--- config.mk ---
export PLATFORM = sky130hd
export DESIGN_NAME = exec_unit
export DESIGN_NICKNAME = d
export VERILOG_FILES = /design/src/rtl/exec_pkg.sv /design/src/rtl/exec_regfile.sv /design/src/rtl/exec_unit.sv
export SDC_FILE = /design/constraint.sdc
export NUM_CORES = 1
export LEC_CHECK = 0
export ABC_AREA = 1
export CAP_MARGIN = 15
export CORE_MARGIN = 2
export CORE_UTILIZATION = 40
export CTS_CLUSTER_DIAMETER = 60
export DETAILED_ROUTE_END_ITERATION = 16
export GPL_ROUTABILITY_DRIVEN = 0
export GPL_TIMING_DRIVEN = 0
export MAX_ROUTING_LAYER = met4
export SETUP_SLACK_MARGIN = 0.2
export SLEW_MARGIN = 25
export SYNTH_ARGS = -nofsm -noshare
export SYNTH_HDL_FRONTEND = slang
export SYNTH_SLANG_ARGS = --single-unit
--- constraint.sdc ---
create_clock -name clk -period 9.1 [get_ports clk]
set_input_delay 0.91 -clock clk [delete_from_list [all_inputs] [get_ports clk]]
set_output_delay 0.91 -clock clk [all_outputs]
set_load 0.1 [all_outputs]
--- src/rtl/exec_pkg.sv ---
// Shared definitions for the execute stage: datapath sizing, opcode
// encodings, multiply FSM state constants and the shift-add step helper.
package exec_pkg;

  localparam int WIDTH = 8;
  localparam int NREGS = 8;

  localparam logic [2:0] OP_NOP = 3'd0;
  localparam logic [2:0] OP_LDI = 3'd1;
  localparam logic [2:0] OP_ADD = 3'd2;
  localparam logic [2:0] OP_SUB = 3'd3;
  localparam logic [2:0] OP_AND = 3'd4;
  localparam logic [2:0] OP_XOR = 3'd5;
  localparam logic [2:0] OP_MUL = 3'd6;
  localparam logic [2:0] OP_OUT = 3'd7;

  // Multiply FSM states
  localparam logic [0:0] ST_IDLE = 1'b0;
  localparam logic [0:0] ST_MUL  = 1'b1;

  // One shift-add iteration: add the (already shifted) multiplicand when
  // the current multiplier bit is set. Only the low WIDTH bits are kept,
  // which is all the result ever needs.
  function automatic logic [WIDTH-1:0] mul_step(input logic [WIDTH-1:0] acc,
                                                input logic [WIDTH-1:0] mcand,
                                                input logic             mbit);
    return mbit ? acc + mcand : acc;
  endfunction

endpackage

--- src/rtl/exec_regfile.sv ---
// Register file for the execute stage.
// Ports:
//   clk, rst               - clock, synchronous active-low reset
//   rd_addr_a / rd_data_a  - asynchronous read port A
//   rd_addr_b / rd_data_b  - asynchronous read port B
//   wr_en, wr_addr, wr_data - synchronous write port
// R0 always reads as zero and ignores writes.
module exec_regfile
  import exec_pkg::*;
(
  input  logic             clk,
  input  logic             rst,
  input  logic [2:0]       rd_addr_a,
  output logic [WIDTH-1:0] rd_data_a,
  input  logic [2:0]       rd_addr_b,
  output logic [WIDTH-1:0] rd_data_b,
  input  logic             wr_en,
  input  logic [2:0]       wr_addr,
  input  logic [WIDTH-1:0] wr_data
);

  logic [WIDTH-1:0] regs [NREGS];

  always_ff @(posedge clk) begin
    if (!rst) begin
      for (int i = 0; i < NREGS; i++) regs[i] <= '0;
    end else if (wr_en && (wr_addr != 3'd0)) begin
      regs[wr_addr] <= wr_data;
    end
  end

  assign rd_data_a = (rd_addr_a == 3'd0) ? '0 : regs[rd_addr_a];
  assign rd_data_b = (rd_addr_b == 3'd0) ? '0 : regs[rd_addr_b];

endmodule

--- src/rtl/exec_unit.sv ---
// Execute stage: single-cycle ALU ops, 8-cycle shift-add multiply,
// status flags and a registered output port.
// Ports:
//   clk, rst        - clock, synchronous active-low reset
//   op_valid, opcode, src_a, src_b, dest, imm - decoded operation
//   busy            - multiply in flight, new ops are dropped
//   out, out_valid  - OUT result register and its one-cycle strobe
//   zero, carry     - ALU flags
//   overrun         - sticky: an op arrived while busy
module exec_unit
  import exec_pkg::*;
(
  input  logic             clk,
  input  logic             rst,
  input  logic             op_valid,
  input  logic [2:0]       opcode,
  input  logic [2:0]       src_a,
  input  logic [2:0]       src_b,
  input  logic [2:0]       dest,
  input  logic [WIDTH-1:0] imm,
  output logic             busy,
  output logic [WIDTH-1:0] out,
  output logic             out_valid,
  output logic             zero,
  output logic             carry,
  output logic             overrun
);

  logic [WIDTH-1:0] rd_a, rd_b;
  logic             wr_en;
  logic [2:0]       wr_addr;
  logic [WIDTH-1:0] wr_data;

  logic [0:0]       state;
  logic [WIDTH-1:0] mul_mcand, mul_mplier, mul_acc, mul_next;
  logic [2:0]       mul_count, mul_dest;
  logic             mul_done;

  logic             accept;
  logic [WIDTH-1:0] alu_res;
  logic             alu_carry;
  logic             alu_op;

  exec_regfile u_regfile (
    .clk       (clk),
    .rst       (rst),
    .rd_addr_a (src_a),
    .rd_data_a (rd_a),
    .rd_addr_b (src_b),
    .rd_data_b (rd_b),
    .wr_en     (wr_en),
    .wr_addr   (wr_addr),
    .wr_data   (wr_data)
  );

  assign busy     = (state == ST_MUL);
  assign accept   = op_valid && !busy;
  assign mul_next = mul_step(mul_acc, mul_mcand, mul_mplier[0]);
  // The eighth iteration lands on the completion edge, so its sum is
  // written straight into the register file rather than into mul_acc.
  assign mul_done = busy && (mul_count == 3'd7);
  assign alu_op   = (opcode == OP_ADD) || (opcode == OP_SUB) ||
                    (opcode == OP_AND) || (opcode == OP_XOR);

  // Single-cycle ALU. The 9th bit of the subtraction is the unsigned borrow.
  always_comb begin
    alu_res   = '0;
    alu_carry = 1'b0;
    case (opcode)
      OP_ADD:  {alu_carry, alu_res} = {1'b0, rd_a} + {1'b0, rd_b};
      OP_SUB:  {alu_carry, alu_res} = {1'b0, rd_a} - {1'b0, rd_b};
      OP_AND:  alu_res = rd_a & rd_b;
      OP_XOR:  alu_res = rd_a ^ rd_b;
      default: ;
    endcase
  end

  // Write-port arbitration. A multiply completion and an accepted op can
  // never coincide because ops are only accepted while not busy.
  always_comb begin
    wr_en   = 1'b0;
    wr_addr = dest;
    wr_data = alu_res;
    if (mul_done) begin
      wr_en   = 1'b1;
      wr_addr = mul_dest;
      wr_data = mul_next;
    end else if (accept) begin
      if (opcode == OP_LDI) begin
        wr_en   = 1'b1;
        wr_data = imm;
      end else if (alu_op) begin
        wr_en = 1'b1;
      end
    end
  end

  // Multiply FSM, flags, output register and overrun tracking.
  always_ff @(posedge clk) begin
    if (!rst) begin
      state      <= ST_IDLE;
      mul_mcand  <= '0;
      mul_mplier <= '0;
      mul_acc    <= '0;
      mul_count  <= '0;
      mul_dest   <= '0;
      out        <= '0;
      out_valid  <= 1'b0;
      zero       <= 1'b0;
      carry      <= 1'b0;
      overrun    <= 1'b0;
    end else begin
      out_valid <= 1'b0;
      if (op_valid && busy) overrun <= 1'b1;

      if (busy) begin
        mul_acc    <= mul_next;
        mul_mcand  <= mul_mcand << 1;
        mul_mplier <= mul_mplier >> 1;
        mul_count  <= mul_count + 3'd1;
        if (mul_done) begin
          state <= ST_IDLE;
          zero  <= (mul_next == '0);
        end
      end else if (accept) begin
        case (opcode)
          OP_ADD, OP_SUB: begin
            zero  <= (alu_res == '0);
            carry <= alu_carry;
          end
          OP_AND, OP_XOR: zero <= (alu_res == '0);
          OP_MUL: begin
            state      <= ST_MUL;
            mul_mcand  <= rd_a;
            mul_mplier <= rd_b;
            mul_acc    <= '0;
            mul_count  <= '0;
            mul_dest   <= dest;
          end
          OP_OUT: begin
            out       <= rd_a;
            out_valid <= 1'b1;
          end
          default: ;
        endcase
      end
    end
  end

endmodule

Word-level counts from Yosys, hierarchy flattened
Memory sizes are Yosys's and may differ from the RTL's.
Cells that the tools add are included.

storage, ports and cells
  flip-flop bits (word level) = 43
  RAM bits = 64
  input port bits = 23
  logic and storage cells = 100
  memories = 1

operators by class
  add/subtract/negate cells = 4
  equality and inequality tests = 9
  mux-type cells = 41
  bitwise operators = 5
  reductions and logical operators = 27

memories
  memory          words  bits a word  rd ports  clocked after Yosys merged registers in  wr ports  RTL line            RTL
  u_regfile.regs  8      8            2         0                                        8         exec_regfile.sv:22  logic [WIDTH-1:0] regs [NREGS];

operators by type and width
  kind                                                             count
  8-bit 2-to-1 mux                                                 13
  8-bit case mux with 4 select lines                               1
  7-bit 2-to-1 mux                                                 3
  1-bit 2-to-1 mux                                                 18
  8-bit zero test                                                  2
  3-bit == test, second input constant                             5
  3-bit 2-to-1 mux                                                 5
  3-bit AND reduction                                              4
  8-bit by 8-bit adder with 9-bit output                           1
  8-bit by 8-bit subtractor with 9-bit output                      1
  8-bit adder                                                      1
  8-bit bitwise AND                                                1
  8-bit OR reduction                                               1
  8-bit XOR                                                        1
  3-bit by 2-bit == test with 1-bit output, second input constant  2
  3-bit zero test                                                  2
  2-bit nonzero test                                               3
  1-bit logical AND                                                4
  2-bit AND reduction                                              2
  2-bit OR reduction                                               2
  4-bit OR reduction                                               1
  3-bit by 1-bit adder with 3-bit output, second input constant    1
  3-bit by 1-bit == test with 1-bit output, second input constant  1
  1-bit logical OR                                                 3
  other kinds (6)                                                  8

Logic depth before layout (Yosys ltp)
Gate-level depths: netlist of the first run.

  depth in word-level cells = 14
  depth in mapped cells = 24

Hierarchy
Synthesis of the first run repeated with hierarchy kept, for this count alone.

unflattened totals
  cells, all modules = 1000
  area, all modules = 7265.7 um^2

modules (own cells, without submodules)
  module        times used  cells an instance  area each (um^2)
  exec_regfile  1           496                4016.4
  exec_unit     1           504                3249.4

Worst setup path before layout of the first run
Ideal clock, no wire load.

  path kind = in2reg
  start point = in src_b[1]
  end point = mem u_regfile.regs[1][6], data pin
  setup time = 0.255 ns
  arrival = 3.826 ns
  slack = 5.019 ns
  stages = 23
  path through = clkbuf_1 buf_1 o21ai_0 o211ai_1 nand3_1 inv_1 ha_1 inv_1 fa_1 nor2_1 o21ai_0 nand2_1 nand2_1 nand2_1 a21oi_1 or2_2 nand2_1 o221ai_1 inv_1 nand2_1 nor2_1 o21ai_2 and2_1

RTL lines
  what         RTL line            RTL
  from (decl)  exec_unit.sv:18     input logic [2:0] src_b,
  to (decl)    exec_regfile.sv:22

==> summary.txt, run 1 <==
RUN STATUS
-----------------------------------------------------------------------
Status                                                     finished, final reports clean

CRITICAL PATH
-----------------------------------------------------------------------
Worst Setup Path Type                                         in -> reg
Cell type of the slowest stage on the worst timing path    sky130_fd_sc_hd__clkdlybuf4s50_1
Cell depth of the worst flop-to-flop path                            23
Reg2reg end                                                u_regfile.regs[1][6]
Data required, critical path                                    9.21 ns
Reg-to-reg slack, setup                                         5.21 ns
Worst stage delay on the critical path                          0.52 ns
Biggest fanout along the worst timing path                           10
Data arrival time of the worst path                             5.41 ns
Launch instance of the worst register-to-register path     u_regfile.regs[1][0]
Startpoint Class                                           primary input
Critical path's most frequent cell                         sky130_fd_sc_hd__nand2_1
Sort of element at the end of the critical path                register
Cells traversed along the worst timing path                clkdlybuf4s50_1, clkbuf_1, buf_1, o211ai_1, nand3_1, o211ai_1, inv_1, ha_1, inv_1, fa_1, nor2_1, o21ai_0, nand2_1, nand2_1, nand2_1, a21oi_1, or2_2, nand2_1, o221ai_1, inv_1, nand2_1, nor2_1, o21ai_2, and2_1

CLOCK NETWORK
-----------------------------------------------------------------------
Max Buffers Root-to-Sink                                              2
CTS HTree Levels                                                      3
Cts bufs inserted                                                     9
CTS clk-pin slew, worst paths                                   0.07 ns
Clock root buffer                                          sky130_fd_sc_hd__clkbuf_16
Clock latency at the later pin of the worst-skew pair           0.36 ns
Clock tree from TritonCTS                                           yes
Cts hold-fix bufs                                                     0
Clk sinks                                                           107
Quantity of gates resized following cts                               0
Setup Buffers After CTS                                               0

HOLD PATH
-----------------------------------------------------------------------
Min-Delay Path Class                                         reg -> reg
Worst hold path endpoint                                   mul_count[1]
Worst Hold Depth                                                      2
Hold wc startpoint                                         mul_count[1]

LAYOUT
-----------------------------------------------------------------------
Area Overhead vs Synth                                            13.7%
Fin nets                                                            994
Share of post-route cells with drive strength above 1             7.28%
Final design instance area without fill                      7710 sq um
Number of diodes added for antenna fixing                             0

STA
-----------------------------------------------------------------------
Setup tns final                                                    0 ns
Count of endpoints failing setup in the final report                  0
Minimum hold slack                                             0.475 ns
Relative max-transition margin                                    32.8%
Final worst-path cycle share                                      58.2%
Final Skew                                                   0.00875 ns
Count of final max-slew check failures                                0
Shortest period the worst path allows                           5.30 ns
Final hold violations                                                 0
Highest clock frequency the design can meet                     189 MHz
Transition time at the pin with the least slew margin           1.00 ns
Unrepaired setup endpoints after global routing                   false

PLACE
-----------------------------------------------------------------------
Post-detailed-placement cell area                            7410 sq um
HPWL reported at the end of detailed placement                 15800 um
IO Port Bufs                                                         33

ROUTING
-----------------------------------------------------------------------
Total via count in the routed design                               6320
DRT Pass-1 Iters                                                      5
Post-detailed-route DRC marker count                                  0
Routed wire per std cell                                        17.7 um
Remaining antenna violation count                                     0
Drt total wl                                                   20700 um
Mean number of vias per cell                                       5.41
Violation count after the first detailed-route iteration            730

FLOORPLANNING
-----------------------------------------------------------------------
Overall die area                                            18000 sq um
Starting density of the core                                      40.9%
DIE HEIGHT                                                       134 um
Core Rows                                                            47
Die width                                                        134 um
Core area                                                   16600 sq um
I/O pin count                                                        36

GRT
-----------------------------------------------------------------------
Largest net degree at the start of global routing                    19
Global router's overall resource usage                            24.3%
Global-route wire length before repair                         32500 um
Antenna violations before repair                                      0
Number of global-route vias before repair                          5792
Total congestion overflow                                             0

POWER AND IR DROP
-----------------------------------------------------------------------
Design internal power                                          0.825 mW
Sw power                                                       0.399 mW
Leakage power                                                   3.16 nW
Flop pwr share                                                    44.2%
Design Power                                                    1.22 mW
Share of power burned in the clock network                        33.0%
IR Drop Worst-Case VDD                                        0.0939 mV
Comb pwr share                                                    22.8%
Fraction of power spent switching nets                            32.6%
Power per cell area                                         159 nW/um^2

YOSYS
-----------------------------------------------------------------------
Synth cell types                                                     44
Total standard cell area after synthesis                     6780 sq um
Yosys top cell by area                                     sky130_fd_sc_hd__edfxtp_1
Number of warnings issued by yosys                                    0
Register bit count reported by yosys                                107
Cell types occupying the most area after synthesis         sky130_fd_sc_hd__edfxtp_1, sky130_fd_sc_hd__dfxtp_1, sky130_fd_sc_hd__nand2_1
Fraction of registers with async set/reset                           0%
Share of the synthesized area in the top cell type                28.4%
Most frequent cell after synthesis                         sky130_fd_sc_hd__nand2_1
Number of instances in the synthesized netlist                      892
Number of flops mapped to enable cells by yosys                      64
Post-synth top flop                                        sky130_fd_sc_hd__edfxtp_1
Fraction of the yosys area taken by sequential cells              41.1%
Top post-synthesis cells by count                          sky130_fd_sc_hd__nand2_1, sky130_fd_sc_hd__inv_1, sky130_fd_sc_hd__nor2_1
Mean post-synth cell area                                    7.60 sq um

FLOW RUN
-----------------------------------------------------------------------
# Max-Cap Violations                                                  0

## layout by cell type, fill, tap and decap left out, types with 29 or more instances in the layout
cell type                         instances
sky130_fd_sc_hd__a21oi_1                 75
sky130_fd_sc_hd__clkbuf_1                29
sky130_fd_sc_hd__clkdlybuf4s50_1         33
sky130_fd_sc_hd__dfxtp_1                 43
sky130_fd_sc_hd__edfxtp_1                64
sky130_fd_sc_hd__inv_1                  104
sky130_fd_sc_hd__nand2_1                173
sky130_fd_sc_hd__nand3_1                 67
sky130_fd_sc_hd__nor2_1                  76
sky130_fd_sc_hd__o211ai_1                31
sky130_fd_sc_hd__o21ai_0                 70
## metal layers
layer | share of wire [%] | global-route usage (%) | vias up
met2 | 42 | 33.2 | 260
li1 | - | - | 3093
met5 | 0 | - | -
met1 | 48 | 35.7 | 2925
met4 | 2.9 | 9.42 | 0
met3 | 7.2 | 3.93 | 42
## per-stage QoR
stage	util [%]	worst slack, ns	instances
2_1_floorplan	-	5.02	899
3_3_place_gp	44.7	3.55	1152
3_5_place_dp	44.7	3.54	1152
4_1_cts	46.5	3.92	1168
5_1_grt	46.5	3.51	1168
6_report	46.5	3.80	1168
## state kept, by name, indices dropped and copies added (netlist names)
| register | count |
|---|---|
| mul_mplier | 8 |
| mul_count | 3 |
| mul_dest | 3 |
| overrun | 1 |
| out | 8 |
| out_valid | 1 |
| carry | 1 |
| busy | 1 |
| mul_acc | 8 |
| zero | 1 |
| u_regfile.regs | 64 |
| mul_mcand | 8 |
## final cells by class
| cell class | instances | area (sq um) |
|---|---|---|
| multi-input combinational | 636 | 3430 |
| buffer | 38 | 154 |
| sequential | 107 | 2780 |
| timing repair buffer | 33 | 330 |
| inverter | 118 | 443 |
| tap | 220 | 275 |
| clock buffer | 12 | 268 |
| clock inverter | 4 | 30.0 |
| fill | 1672 | 8870 |
## worst max-delay path, delay by kind of cell
kind            cells  cell delay (ns)
buf+inv             6             1.72
simple gates       10             1.29
compound gates      6             0.87
fa+ha+maj           2             0.60
## power groups by stage
stage | Sequential (mW) | Combinational (mW) | Clock [mW]
2_1_floorplan | 0.562 | 0.174 | 0
3_3_place_gp | 0.551 | 0.272 | 0
3_5_place_dp | 0.551 | 0.274 | 0
4_1_cts | 0.540 | 0.275 | 0.408
5_1_grt | 0.542 | 0.307 | 0.427
6_report | 0.541 | 0.279 | 0.404
## cell families (layout without fill, tap and decap cells)
kind of cell	after synthesis	after routing	share of synthesized area (%)
AND/OR/NAND/NOR	380	380	25.6
AO/OA/AOI/OAI	216	216	18.4
buffers and inverters	156	205	8.79
flip-flops	107	107	41.1
adder cells (fa/ha/maj)	28	28	5.50
XOR/XNOR	3	3	0.388
other	1	8	0.0553
multiplexers	1	1	0.148
## worst max path at each step
stage              from                   end  slack [ns]  depth (start not counted)
2_1_floorplan  src_b[1]  u_regfile.regs[1][6]        5.02                         23
3_3_place_gp   src_a[1]  u_regfile.regs[5][6]        3.55                         24
3_5_place_dp   src_a[1]  u_regfile.regs[1][6]        3.54                         24
4_1_cts        src_a[1]  u_regfile.regs[6][6]        3.92                         24
5_1_grt        src_a[1]  u_regfile.regs[6][6]        3.51                         24
6_report       src_a[1]  u_regfile.regs[1][6]        3.80                         24
Note: power is estimated with default switching activity, not from simulation.
==> inputs of run 2 (changes only) <==
==> constraint.sdc (replaced) <==
create_clock -name clk -period 4.65 [get_ports clk]
set_input_delay 0.465 -clock clk [delete_from_list [all_inputs] [get_ports clk]]
set_output_delay 0.465 -clock clk [all_outputs]
set_load 0.1 [all_outputs]
==> summary.txt, run 2 (synthesis gave the netlist of run 1 again) <==
LAYOUT
-------------------------------------------------------------------------------------
Commonest cells after routing, fill and taps aside                       sky130_fd_sc_hd__nand2_1, sky130_fd_sc_hd__inv_1, sky130_fd_sc_hd__a21oi_1, sky130_fd_sc_hd__nor2_1, sky130_fd_sc_hd__o21ai_0
Filler-free cell count of the finished design                                    1169   +0.086%
Number of flip-flops under the largest register name                               64   unchanged
Area Overhead vs Synth                                                          14.5%
Final core utilization                                                          46.8%   +0.32 points
Final design instance area without fill                                    7760 sq um   +0.70%
Fin nets                                                                          995   +0.10%
Share of post-route cells with drive strength above 1                           9.38%   +2.1 points
Most frequent standard cell in the layout excluding fill and tap cells   sky130_fd_sc_hd__nand2_1
Register with the most flip-flops                                        u_regfile.regs
Number of diodes added for antenna fixing                                           0   unchanged

STA
-------------------------------------------------------------------------------------
Unrepaired setup endpoints after global routing                                 false
Setup tns final                                                                  0 ns   unchanged
Final Skew                                                                 0.00801 ns   -0.000738 ns
Transition time at the pin with the least slew margin                         1.00 ns   +0.00000530 ns
Relative max-transition margin                                                  32.8%   about the same
Shortest period the worst path allows                                         4.19 ns
Final hold violations                                                               0   unchanged
Count of endpoints failing setup in the final report                                0   unchanged
Final worst-path cycle share                                                    90.0%
Highest clock frequency the design can meet                                   239 MHz
Count of final max-slew check failures                                              0   unchanged

ROUTING
-------------------------------------------------------------------------------------
Total via count in the routed design                                             6336   +0.25%
Mean number of vias per cell                                                     5.42   +0.17%
Remaining antenna violation count                                                   0   unchanged
Drt total wl                                                                 20600 um   -0.41%
DRT Pass-1 Iters                                                                    5   unchanged
Violation count after the first detailed-route iteration                          758   +3.8%
Post-detailed-route DRC marker count                                                0   unchanged
Routed wire per std cell                                                      17.6 um   -0.50%

GRT
-------------------------------------------------------------------------------------
Largest net degree at the start of global routing                                  19   unchanged
Total congestion overflow                                                           0   unchanged
Number of global-route vias before repair                                        5792   unchanged
Global router's overall resource usage                                          24.3%   unchanged
Antenna violations before repair                                                    0   unchanged
Global-route wire length before repair                                       32500 um   unchanged

CRITICAL PATH
-------------------------------------------------------------------------------------
Reg-to-reg slack, setup                                                       1.11 ns   -4.10 ns
Sort of element at the end of the critical path                              register
Data required, critical path                                                  4.76 ns   -4.45 ns
Reg2reg end                                                              u_regfile.regs[6][6]
Biggest fanout along the worst timing path                                         10   unchanged
Crit path to                                                             u_regfile.regs[6][6]
Cell depth of the worst flop-to-flop path                                          23   unchanged
Data arrival time of the worst path                                           4.30 ns   -1.11 ns
Launch instance of the worst register-to-register path                   u_regfile.regs[1][0]
Worst Setup Path Type                                                       in -> reg
Startpoint Class                                                         primary input
Worst setup path startpoint                                                  src_b[1]

FLOORPLANNING
-------------------------------------------------------------------------------------
Overall die area                                                          18000 sq um   unchanged
Starting density of the core                                                    40.9%   unchanged
DIE HEIGHT                                                                     134 um   unchanged
I/O pin count                                                                      36   unchanged
Die width                                                                      134 um   unchanged
Core Rows                                                                          47   unchanged
Core area                                                                 16600 sq um   unchanged

FLOW RUN
-------------------------------------------------------------------------------------
# Max-Cap Violations                                                                0   unchanged

CLOCK NETWORK
-------------------------------------------------------------------------------------
Clk sinks                                                                         107   unchanged
Cts hold-fix bufs                                                                   0   unchanged
Max Buffers Root-to-Sink                                                            2   unchanged
CTS HTree Levels                                                                    3   unchanged
Cts bufs inserted                                                                   9   unchanged
Clock tree from TritonCTS                                                         yes
Clock latency at the later pin of the worst-skew pair                         0.36 ns   about the same
CTS clk-pin slew, worst paths                                                 0.08 ns   about the same
Clock root buffer                                                        sky130_fd_sc_hd__clkbuf_16

PLACE
-------------------------------------------------------------------------------------
IO Port Bufs                                                                       33   unchanged
HPWL reported at the end of detailed placement                               15800 um   unchanged
Number of placed cells counting well taps                                        1152   unchanged
Post-detailed-placement cell area                                          7410 sq um   unchanged

POWER AND IR DROP
-------------------------------------------------------------------------------------
Power per cell area                                                       309 nW/um^2   +95%
Design Power                                                                  2.40 mW   +96%
Leakage power                                                                 3.23 nW   +2.3%
IR Drop Worst-Case VDD                                                       0.187 mV   +99%

HOLD PATH
-------------------------------------------------------------------------------------
Worst Hold Depth                                                                    2   unchanged
Min-Delay Path Class                                                       reg -> reg

RUN STATUS
-------------------------------------------------------------------------------------
Status                                                                   finished, final reports clean

-- run 2: per-stage QoR --
step	hold WS, ns	setup slack, ns
after floorplan	0.433	1.01
after global placement	0.451	-0.452
after detailed placement	0.459	-0.467
after CTS	0.474	0.215
after global routing	0.493	0.214
final	0.475	0.465
-- run 2: final cells by class --
class | count | area (sq um)
flip-flops and latches | 107 | 2780
clock inverters | 4 | 30.0
plain buffers | 38 | 186
clock buffers | 12 | 268
multi-input cells | 636 | 3430
well taps | 220 | 275
fillers | 1670 | 8820
repair buffers | 34 | 343
inverters | 118 | 443
-- run 2: per-layer routing --
metal	track usage, %	routed length [um]	vias up
li1	-	-	3096
met4	9.42	609	0
met2	33.2	8600	280
met3	3.93	1620	45
met1	35.7	9770	2915
met5	-	0	-
-- run 2: worst min path at each step --
stage                            start            to  slack [ns]
after CTS                 mul_count[0]  mul_count[0]        0.47
after global routing      mul_count[1]  mul_count[1]        0.49
after floorplan           mul_count[0]  mul_count[0]        0.43
after global placement         overrun       overrun        0.45
after detailed placement  mul_count[0]  mul_count[0]        0.46
final                     mul_count[1]  mul_count[1]        0.47
-- run 2: worst max-delay path, cell delays in order --
cell	delay (ns)
sky130_fd_sc_hd__clkdlybuf4s50_1	0.53
sky130_fd_sc_hd__clkbuf_4	0.25
sky130_fd_sc_hd__clkbuf_4	0.23
sky130_fd_sc_hd__o21ai_0	0.10
sky130_fd_sc_hd__o211ai_1	0.16
sky130_fd_sc_hd__nand3_1	0.16
sky130_fd_sc_hd__inv_2	0.12
sky130_fd_sc_hd__ha_1	0.17
sky130_fd_sc_hd__inv_1	0.08
sky130_fd_sc_hd__fa_1	0.41
sky130_fd_sc_hd__nor2_1	0.14
sky130_fd_sc_hd__o21ai_0	0.12
sky130_fd_sc_hd__nand2_1	0.08
sky130_fd_sc_hd__nand2_1	0.06
sky130_fd_sc_hd__nand2_1	0.06
sky130_fd_sc_hd__a21oi_1	0.06
sky130_fd_sc_hd__or2_2	0.29
sky130_fd_sc_hd__nand2_1	0.07
sky130_fd_sc_hd__o221ai_1	0.10
sky130_fd_sc_hd__inv_1	0.07
sky130_fd_sc_hd__nand2_1	0.11
sky130_fd_sc_hd__nor2_2	0.14
sky130_fd_sc_hd__o21ai_2	0.15
sky130_fd_sc_hd__and2_1	0.18
-- run 2: timing repair --
action | in CTS | in global routing
pin swaps | 0 | 1
setup buffers | 0 | 1
resized for setup | 7 | 33
endpoints found under the setup margin | 22 | 41
-- run 2: report_power, final --
part	internal (mW)	switching, mW
Sequential	1.04	0.0200
Combinational	0.165	0.387
Clock	0.416	0.374
Total	1.62	0.781
==> inputs of run 3 (changes only) <==
--- a/config.mk
+++ b/config.mk
@@ -6,7 +6,7 @@
 export NUM_CORES = 1
 export LEC_CHECK = 0
 export ABC_AREA = 1
-export CAP_MARGIN = 15
+export CAP_MARGIN = 20
 export CORE_MARGIN = 2
 export CORE_UTILIZATION = 40
 export CTS_CLUSTER_DIAMETER = 60
==> constraint.sdc (replaced) <==
create_clock -name clk -period 4.9 [get_ports clk]
set_input_delay 0.49 -clock clk [delete_from_list [all_inputs] [get_ports clk]]
set_output_delay 0.49 -clock clk [all_outputs]
set_load 0.1 [all_outputs]
==> summary.txt, run 3 (synthesis gave the netlist of run 1 again) <==
LAYOUT
-------------------------------------------------------------------------------------
Most frequent standard cell in the layout excluding fill and tap cells   sky130_fd_sc_hd__nand2_1
Filler-free cell count of the finished design                                    1169   unchanged
Number of flip-flops under the largest register name                               64   unchanged
Combined area of the multi-input logic cells                               3430 sq um   -0.25%
Register with the most flip-flops                                        u_regfile.regs
Final core utilization                                                          46.6%   -0.19 points
Final design instance area without fill                                    7730 sq um   -0.40%
Commonest cells after routing, fill and taps aside                       sky130_fd_sc_hd__nand2_1, sky130_fd_sc_hd__inv_1, sky130_fd_sc_hd__nor2_1
Number of diodes added for antenna fixing                                           0   unchanged
Fin nets                                                                          995   unchanged
Share of post-route cells with drive strength above 1                           8.64%   -0.74 points
Flip-flop and latch area                                                   2780 sq um   unchanged
Area Overhead vs Synth                                                          14.1%
Number of fill cells in the layout                                               1670   unchanged

CRITICAL PATH
-------------------------------------------------------------------------------------
Critical path's most frequent cell                                       sky130_fd_sc_hd__nand2_1
Worst Setup Path Type                                                       in -> reg
Cell type of the slowest stage on the worst timing path                  sky130_fd_sc_hd__clkdlybuf4s50_1
Crit path depth                                                                    24   unchanged
Sort of element at the end of the critical path                              register
Biggest fanout along the worst timing path                                         10   unchanged
Data required, critical path                                                  5.01 ns   +0.25 ns
Data arrival time of the worst path                                           4.55 ns   +0.25 ns
Worst stage delay on the critical path                                        0.58 ns   +0.05 ns
Startpoint Class                                                         primary input
Cell depth of the worst flop-to-flop path                                          23   unchanged
Combined buffer and inverter count along the critical path                          6   unchanged
Cell family with the largest share of critical-path delay                buffers and inverters
Cells traversed along the worst timing path                              clkdlybuf4s50_1, buf_4, clkbuf_1, o211ai_1, nand3_1, nand3_1, inv_1, ha_1, inv_1, fa_1, nor2_1, o21ai_0, nand2_1, nand2_1, nand2_1, a21oi_1, or2_2, nand2_1, o221ai_1, inv_1, nand2_1, nor2_1, o21ai_2, and2_1

GRT
-------------------------------------------------------------------------------------
Global-route wire length before repair                                       32500 um   unchanged
Number of global-route vias before repair                                        5792   unchanged
Largest net degree at the start of global routing                                  19   unchanged
Antenna violations before repair                                                    0   unchanged
Total congestion overflow                                                           0   unchanged
Global router's overall resource usage                                          24.3%   unchanged

STA
-------------------------------------------------------------------------------------
Highest clock frequency the design can meet                                   225 MHz
Final worst-path cycle share                                                    90.6%
Count of endpoints failing setup in the final report                                0   unchanged
Transition time at the pin with the least slew margin                         1.00 ns   -0.000406 ns
Minimum hold slack                                                           0.475 ns   +0.000656 ns
Relative max-transition margin                                                  32.8%   about the same
Final Skew                                                                 0.00965 ns   +0.00164 ns
Count of final max-slew check failures                                              0   unchanged
Unrepaired setup endpoints after global routing                                 false
Shortest period the worst path allows                                         4.44 ns
Final hold violations                                                               0   unchanged

CLOCK NETWORK
-------------------------------------------------------------------------------------
CTS HTree Levels                                                                    3   unchanged
Clk sinks                                                                         107   unchanged
Cts bufs inserted                                                                   9   unchanged
Max Buffers Root-to-Sink                                                            2   unchanged
CTS clk-pin slew, worst paths                                                 0.08 ns   about the same
Clock tree from TritonCTS                                                         yes
Cts hold-fix bufs                                                                   0   unchanged
Clock root buffer                                                        sky130_fd_sc_hd__clkbuf_16
Clock latency at the later pin of the worst-skew pair                         0.36 ns   about the same

POWER AND IR DROP
-------------------------------------------------------------------------------------
Leakage power                                                                 3.20 nW   -0.99%
Design Power                                                                  2.28 mW   -5.2%
IR Drop Worst-Case VDD                                                       0.178 mV   -4.7%
Power per cell area                                                       294 nW/um^2   -4.8%

FLOORPLANNING
-------------------------------------------------------------------------------------
Starting density of the core                                                    40.9%   unchanged
Core Rows                                                                          47   unchanged
DIE HEIGHT                                                                     134 um   unchanged
Die width                                                                      134 um   unchanged
Core area                                                                 16600 sq um   unchanged
Overall die area                                                          18000 sq um   unchanged
I/O pin count                                                                      36   unchanged

ROUTING
-------------------------------------------------------------------------------------
DRT Pass-1 Iters                                                                    5   unchanged
Mean number of vias per cell                                                     5.39   -0.52%
Remaining antenna violation count                                                   0   unchanged
Post-detailed-route DRC marker count                                                0   unchanged
Routed wire per std cell                                                      17.7 um   +0.27%
Total met2 wirelength after detailed routing                                  8590 um   about the same
Total via count in the routed design                                             6303   -0.52%
Wire length on met1                                                           9720 um   -0.58%
Length of routed met3 wiring                                                  1760 um   +8.4%
Max Used Layer                                                                   met4
Violation count after the first detailed-route iteration                          676   -11%
Drt total wl                                                                 20700 um   +0.27%

HOLD PATH
-------------------------------------------------------------------------------------
Min-Delay Path Class                                                       reg -> reg
Worst Hold Depth                                                                    2   unchanged

PLACE
-------------------------------------------------------------------------------------
Number of placed cells counting well taps                                        1152   unchanged
IO Port Bufs                                                                       33   unchanged
Post-detailed-placement cell area                                          7410 sq um   unchanged
HPWL reported at the end of detailed placement                               15800 um   unchanged

FLOW RUN
-------------------------------------------------------------------------------------
# Max-Cap Violations                                                                0   unchanged

RUN STATUS
-------------------------------------------------------------------------------------
Status                                                                   finished, final reports clean

==> run 3: changes by cell type in the layout (fill, tap and decap cells not counted), sizes merged <==
cell           previous run  this run
buf                      10         8
dlymetal6s2s              2         0
clkbuf                   41        43
clkdlybuf4s50            31        33
==> run 3: stage by stage <==
step           setup TNS, ns  setup WS [ns]
5_1_grt                    0          0.201
6_report                   0          0.462
4_1_cts                    0          0.305
3_5_place_dp           -1.66         -0.242
3_3_place_gp           -1.88         -0.227
2_1_floorplan              0           1.24
==> run 3: path summary, 6_finish.rpt <==
check / startpoint / end / slack (ns)
worst min register to register: mul_count[1] / mul_count[1] / 0.48
worst max register to register: u_regfile.regs[1][0] / u_regfile.regs[6][6] / 1.30
worst min-delay path: mul_count[1] / mul_count[1] / 0.48
worst max-delay path: src_b[0] / u_regfile.regs[6][6] / 0.46
==> run 3: power by group <==
part | internal [mW] | total, mW | switching [mW]
Sequential | 0.985 | 1.00 | 0.0190
Combinational | 0.154 | 0.520 | 0.365
Clock | 0.395 | 0.751 | 0.357
Total | 1.53 | 2.28 | 0.741
==> run 3: metal layers <==
layer / GRT usage [%] / vias to the layer above
met5: - / -
met4: 9.42 / 0
met3: 3.93 / 42
met2: 33.2 / 282
met1: 35.7 / 2890
li1: - / 3089
==> run 3: what timing repair did <==
item | in CTS | in global routing
buffers inserted | 0 | 1
pin swaps | 0 | 1
endpoints found under the setup margin | 7 | 29
gates cloned | 0 | 0
hold endpoints to repair | 0 | 0
gates resized for setup | 2 | 18
==> run 3: layout make-up <==
| type | instances | share of cell area, % |
|---|---|---|
| repair buffers | 34 | 4.37 |
| clock buffers | 12 | 3.46 |
| clock inverters | 4 | 0.388 |
| flip-flops and latches | 107 | 36.0 |
| multi-input cells | 636 | 44.3 |
| plain buffers | 38 | 2.18 |
| inverters | 118 | 5.73 |
| well taps | 220 | 3.56 |
==> run 3: worst min-delay path: stages, from the launching register on <==
cell and delay [ns]:
sky130_fd_sc_hd__dfxtp_1 0.32, sky130_fd_sc_hd__nand2_1 0.07, sky130_fd_sc_hd__a21oi_1 0.05
